==> src/rtl/mem_pkg.sv <==
// -----------------------------------------------------------------------------
// mem_pkg
// Shared definitions for the DataMemory initiator path: access-size encodings,
// the controller state type and the alignment rule applied to every request.
// -----------------------------------------------------------------------------
package mem_pkg;

  // Access-size encodings as seen on req_size and DataMemory.Size.
  localparam logic [1:0] SZ_BYTE = 2'b00;
  localparam logic [1:0] SZ_HALF = 2'b01;
  localparam logic [1:0] SZ_WORD = 2'b10;

  typedef enum logic [1:0] {
    IDLE   = 2'b00,
    ACCESS = 2'b01,
    RESP   = 2'b10
  } mau_state_t;

  // True when a request of this size may legally start at this address.
  // Only the two low address bits matter; size 11 is never legal.
  function automatic logic is_aligned(input logic [1:0] size,
                                      input logic [1:0] addr_lo);
    case (size)
      SZ_BYTE: return 1'b1;
      SZ_HALF: return ~addr_lo[0];
      SZ_WORD: return (addr_lo == 2'b00);
      default: return 1'b0;
    endcase
  endfunction

endpackage

==> src/rtl/load_extend.sv <==
// -----------------------------------------------------------------------------
// load_extend
// Combinational load formatter. DataMemory returns bytes and halfwords
// right-justified in DO; this widens them to DATA_W by sign or zero fill.
//   data_i   in  DATA_W  raw DO from DataMemory
//   size_i   in  2       access size (SZ_BYTE / SZ_HALF / SZ_WORD)
//   signed_i in  1       1 = replicate the top bit of the item, 0 = zero fill
//   rdata_o  out DATA_W  extended load result
// -----------------------------------------------------------------------------
module load_extend
  import mem_pkg::*;
#(
  parameter int DATA_W = 32
) (
  input  logic [DATA_W-1:0] data_i,
  input  logic [1:0]        size_i,
  input  logic              signed_i,
  output logic [DATA_W-1:0] rdata_o
);

  always_comb begin
    // NOTE: a default assignment ahead of the case keeps every path driven,
    // so no latch is inferred for sizes the case does not list.
    rdata_o = data_i;
    case (size_i)
      SZ_BYTE: rdata_o = {{(DATA_W-8){signed_i & data_i[7]}},  data_i[7:0]};
      SZ_HALF: rdata_o = {{(DATA_W-16){signed_i & data_i[15]}}, data_i[15:0]};
      default: rdata_o = data_i;
    endcase
  end

endmodule

==> src/rtl/mem_access_unit.sv <==
// -----------------------------------------------------------------------------
// mem_access_unit
// Initiator-side controller for DataMemory. Takes one load/store request at a
// time, rejects misaligned or illegal-size requests without touching memory,
// performs a single access cycle, and returns the (extended) load data.
//   clk, reset               clock; asynchronous active-high reset
//   req_valid/req_ready      request handshake (ready only in IDLE)
//   req_we/size/signed/addr/wdata   request fields
//   rsp_valid/rsp_ready      response handshake
//   rsp_rdata, rsp_err       response payload
//   mem_A/DI/Size/RW/E       DataMemory drive; mem_DO is its read data
// -----------------------------------------------------------------------------
module mem_access_unit
  import mem_pkg::*;
#(
  parameter int ADDR_W = 8,
  parameter int DATA_W = 32
) (
  input  logic              clk,
  input  logic              reset,
  input  logic              req_valid,
  output logic              req_ready,
  input  logic              req_we,
  input  logic [1:0]        req_size,
  input  logic              req_signed,
  input  logic [ADDR_W-1:0] req_addr,
  input  logic [DATA_W-1:0] req_wdata,
  output logic              rsp_valid,
  input  logic              rsp_ready,
  output logic [DATA_W-1:0] rsp_rdata,
  output logic              rsp_err,
  output logic [ADDR_W-1:0] mem_A,
  output logic [DATA_W-1:0] mem_DI,
  input  logic [DATA_W-1:0] mem_DO,
  output logic [1:0]        mem_Size,
  output logic              mem_RW,
  output logic              mem_E
);

  mau_state_t        state_q;
  logic [ADDR_W-1:0] mem_a_q;
  logic [DATA_W-1:0] mem_di_q;
  logic [1:0]        mem_size_q;
  logic              mem_rw_q;
  logic              mem_e_q;
  logic              we_q;
  logic              signed_q;
  logic              rsp_valid_q;
  logic              rsp_err_q;
  logic [DATA_W-1:0] rsp_rdata_q;

  logic              req_legal;
  logic [DATA_W-1:0] load_data;

  assign req_legal = is_aligned(req_size, req_addr[1:0]);

  load_extend #(.DATA_W(DATA_W)) u_load_extend (
    .data_i   (mem_DO),
    .size_i   (mem_size_q),
    .signed_i (signed_q),
    .rdata_o  (load_data)
  );

  always_ff @(posedge clk or posedge reset) begin
    if (reset) begin
      state_q     <= IDLE;
      mem_a_q     <= '0;
      mem_di_q    <= '0;
      mem_size_q  <= SZ_BYTE;
      mem_rw_q    <= 1'b0;
      mem_e_q     <= 1'b0;
      we_q        <= 1'b0;
      signed_q    <= 1'b0;
      rsp_valid_q <= 1'b0;
      rsp_err_q   <= 1'b0;
      rsp_rdata_q <= '0;
    end else begin
      // NOTE: all state here uses non-blocking assignments so every register
      // samples the pre-edge values, independent of statement order.
      case (state_q)
        IDLE: begin
          if (req_valid) begin
            if (req_legal) begin
              // The memory-side registers are the request register: they
              // present the access during ACCESS and then simply hold.
              mem_a_q    <= req_addr;
              mem_di_q   <= req_wdata;
              mem_size_q <= req_size;
              mem_rw_q   <= req_we;
              mem_e_q    <= req_we;
              we_q       <= req_we;
              signed_q   <= req_signed;
              state_q    <= ACCESS;
            end else begin
              // Rejected request: answer at once, memory is never enabled.
              rsp_valid_q <= 1'b1;
              rsp_err_q   <= 1'b1;
              rsp_rdata_q <= '0;
              state_q     <= RESP;
            end
          end
        end
        ACCESS: begin
          // Loads run with E low; DO is valid combinationally and is captured
          // at the edge that closes the access.
          mem_e_q     <= 1'b0;
          mem_rw_q    <= 1'b0;
          rsp_valid_q <= 1'b1;
          rsp_err_q   <= 1'b0;
          rsp_rdata_q <= we_q ? '0 : load_data;
          state_q     <= RESP;
        end
        RESP: begin
          if (rsp_ready) begin
            rsp_valid_q <= 1'b0;
            state_q     <= IDLE;
          end
        end
        default: state_q <= IDLE;
      endcase
    end
  end

  assign req_ready = (state_q == IDLE);
  assign rsp_valid = rsp_valid_q;
  assign rsp_err   = rsp_err_q;
  assign rsp_rdata = rsp_rdata_q;
  assign mem_A     = mem_a_q;
  assign mem_DI    = mem_di_q;
  assign mem_Size  = mem_size_q;
  assign mem_RW    = mem_rw_q;
  assign mem_E     = mem_e_q;

endmodule
==> config.mk <==
export PLATFORM = sky130hd
export DESIGN_NAME = mem_access_unit
export DESIGN_NICKNAME = d
export VERILOG_FILES = /design/src/rtl/mem_pkg.sv /design/src/rtl/load_extend.sv /design/src/rtl/mem_access_unit.sv
export SDC_FILE = /design/constraint.sdc
export NUM_CORES = 1
export LEC_CHECK = 0
export ABC_AREA = 1
export BUFFER_PORTS_ARGS = -buffer_cell sky130_fd_sc_hd__buf_2
export CAP_MARGIN = 20
export CORE_UTILIZATION = 47
export CTS_BUF_LIST = sky130_fd_sc_hd__clkbuf_8 sky130_fd_sc_hd__clkbuf_16
export DETAILED_ROUTE_END_ITERATION = 6
export PLACE_DENSITY = 0.89
export RECOVER_POWER = 100
export SETUP_SLACK_MARGIN = 0.2
export SLEW_MARGIN = 10
export SYNTH_ARGS = -nofsm -noshare
export SYNTH_HDL_FRONTEND = slang
export SYNTH_SLANG_ARGS = --single-unit
==> constraint.sdc <==
create_clock -name clk -period 3.45 [get_ports clk]
set_input_delay 0.8625 -clock clk [delete_from_list [all_inputs] [get_ports clk]]
set_output_delay 0.8625 -clock clk [all_outputs]
set_load 0.01 [all_outputs]
==> flow_summary.json <==
{
  "synth_simple_gate_area_frac": 0.303,
  "synthAdderAreaFrac": 0,
  "clkTransAtPathRegs_ps": 80,
  "synth_xor_area_frac": 0,
  "worst_pin_slew_ps": 1940,
  "ys_types": 17,
  "worstReg2RegStart": "state_q[1]",
  "cts_setup_buffers": 0,
  "leakage_nw": 2.53,
  "hold_class": "reg -> reg",
  "synth_seq_cells": 81,
  "antenna_found_initial": 0,
  "finalCritPeriodShare": 0.671,
  "finalWirelength_um": 7740,
  "fin_setup_tns_ps": 0,
  "violations": "max-capacitance violations, max-slew violations",
  "relSlewSlack": -0.301,
  "vias_per_cell": 4.55,
  "clock_path_buffers": 2,
  "portBuffers": 158,
  "fin_crit_ps": 2320,
  "hold_viol_final": 0,
  "grt_max_degree": 47,
  "synthCells": 420,
  "status": "finished, violations left",
  "finClkSkew_ps": 14.3,
  "yosysSeqAreaShare": 0.582,
  "cp_data_arrival_time_ps": 2460,
  "synth_mux_area_frac": 0,
  "antenna_left": 0,
  "pin_count": 159,
  "cts_tree": "yes",
  "synth_common_cells": "nand2_1, dfrtp_1, inv_1",
  "worstSetupEndpoint": "state_q[1]",
  "yosysTopAreaCellShare": 0.582,
  "startpoint": "req_addr[0]",
  "cts-hold-fix-buffers": 0,
  "avgRoutedWirePerCell_um": 11.4,
  "r2r_slack_ps": 1310,
  "synth_compound_area_frac": 0.0388,
  "endpoint_kind": "flop",
  "dieArea_um2": 7760,
  "crit_required_ps": 3600,
  "avgSynthCellArea_um2": 8.29,
  "synth_top_family_by_area": "simple AND/OR/NAND/NOR gates",
  "start_util": 0.483,
  "grt-ovfl-total": 0,
  "synth_ff_type": "dfrtp_1",
  "fmax_mhz": 432,
  "design_area_um2": 4370,
  "fillCellCount": 711,
  "clock_latency_ps": 340,
  "place_congestion": 0.836,
  "grt_pass1_vias": 2808,
  "crit_fanout": 35,
  "htree_levels": 3,
  "core_area_um2": 7210,
  "slew_viol_final": 46,
  "start_kind": "input pin",
  "yosys.cell_count.top_type": "nand2_1",
  "hold_slack_ps": 475,
  "nets": 653,
  "ir_worst_vdd_mv": 0.407,
  "row_count": 31,
  "yosys.area.top_type": "dfrtp_1",
  "first_iter_violations": 100,
  "utilization": 0.606,
  "synth-edff-count": 0,
  "synthTopCellsByArea": "dfrtp_1, nand2_1, buf_6",
  "worstSetupPathType": "in -> reg",
  "numClockSinks": 81,
  "maxCapViolations": 1,
  "syn_area_um2": 3480,
  "die_w_um": 88.1,
  "drc": 0,
  "ctsResizeCount": 0,
  "grt_pass1_wl_um": 12300,
  "die_h_um": 88.1,
  "diodes": 0,
  "setup_viol": 0,
  "worst-r2r-cell-count": 6,
  "first_pass_iters": 4,
  "grt_setup_unrepaired": "false",
  "cts_root_buffer": "clkbuf_8",
  "drive_gt1_frac": 0.194,
  "placed_area_um2": 4270,
  "syn_to_final_growth_pct": 25.6,
  "rr_endpoint": "state_q[1]",
  "postSynth.asyncResetShare": 1.00,
  "pwr_density_cell_nw_per_um2": 831,
  "yosys_warnings": 0,
  "route.vias.total": 3083,
  "cts_inserted_buffers": 9,
  "dpl.hpwl_um": 5380,
  "grt_usage": 0.208,
  "hold_depth": 2,
  "syn_nets": 500
}
## area by class of cell
cell class	instances	area [um2]	area share
clock buffers	9	124	0.0283
clock inverters	7	87.6	0.0200
inverters	28	106	0.0243
multi-input cells	291	1180	0.270
flip-flops and latches	81	2030	0.464
well taps	99	124	0.0283
repair buffers	162	722	0.165
## cells in the final DEF (no fill, tap or decap)
cell type / n
buf_4: 4
clkbuf_1: 79
bufinv_16: 2
a21oi_1: 16
clkinvlp_4: 2
nor2_2: 3
nand2_1: 246
inv_1: 28
o21ai_0: 11
nand3_2: 2
nor2_1: 3
clkinvlp_2: 1
dfrtp_1: 81
clkbuf_8: 9
buf_2: 79
nand3b_4: 1
nand3_1: 2
nand2_2: 7
clkinv_2: 1
inv_2: 1
## layer usage
metal | up-vias | part of all wire | global-route usage
met4 | 0 | 0.013 | 0.0909
met2 | 105 | 0.49 | 0.368
li1 | 1562 | - | -
met1 | 1406 | 0.44 | 0.244
met3 | 10 | 0.054 | 0.0434
met5 | - | 0 | 0
## power by group
part | switching, mW | internal (mW) | total, mW
sequential | 0.256 | 1.35 | 1.61
clock | 0.326 | 0.401 | 0.727
combinational | 0.848 | 0.446 | 1.29
## worst min-delay path by stage
stage                        from       endpoint  slack (ps)
floorplan                    we_q           we_q         450
global placement    rsp_rdata[30]  rsp_rdata[30]         450
detailed placement   rsp_rdata[4]   rsp_rdata[4]         450
CTS                  rsp_rdata[4]   rsp_rdata[4]         470
global route           mem_DI[22]     mem_DI[22]         500
finish               rsp_rdata[4]   rsp_rdata[4]         470
## per-stage QoR
stage,cells,setup slack (ps),power [mW]
CTS,677,1450,3.77
global route,677,943,3.92
detailed placement,661,1280,3.02
floorplan,420,507,2.50
finish,677,1130,3.63
global placement,661,1330,2.98
## kinds of logic after synthesis
kind of cell,after synthesis
flip-flops,81
buffers and inverters,48
AO/OA/AOI/OAI,27
AND/OR/NAND/NOR,264
## worst max-delay path: stages
cell,delay (ps)
clkbuf_1,100
nor2_1,120
nand2_1,70
nand2_1,100
nand2_1,60
nand2_1,900
o21ai_0,240
## flip-flops by register name, summed over array words and instances (netlist names)
signal and flops:
mem_A 8, state_q 2, rsp_valid 1, mem_Size 2
we_q 1, signed_q 1, rsp_err 1, rsp_rdata 32
mem_DI 32, mem_E 1
(Power assumes the default switching activity.)
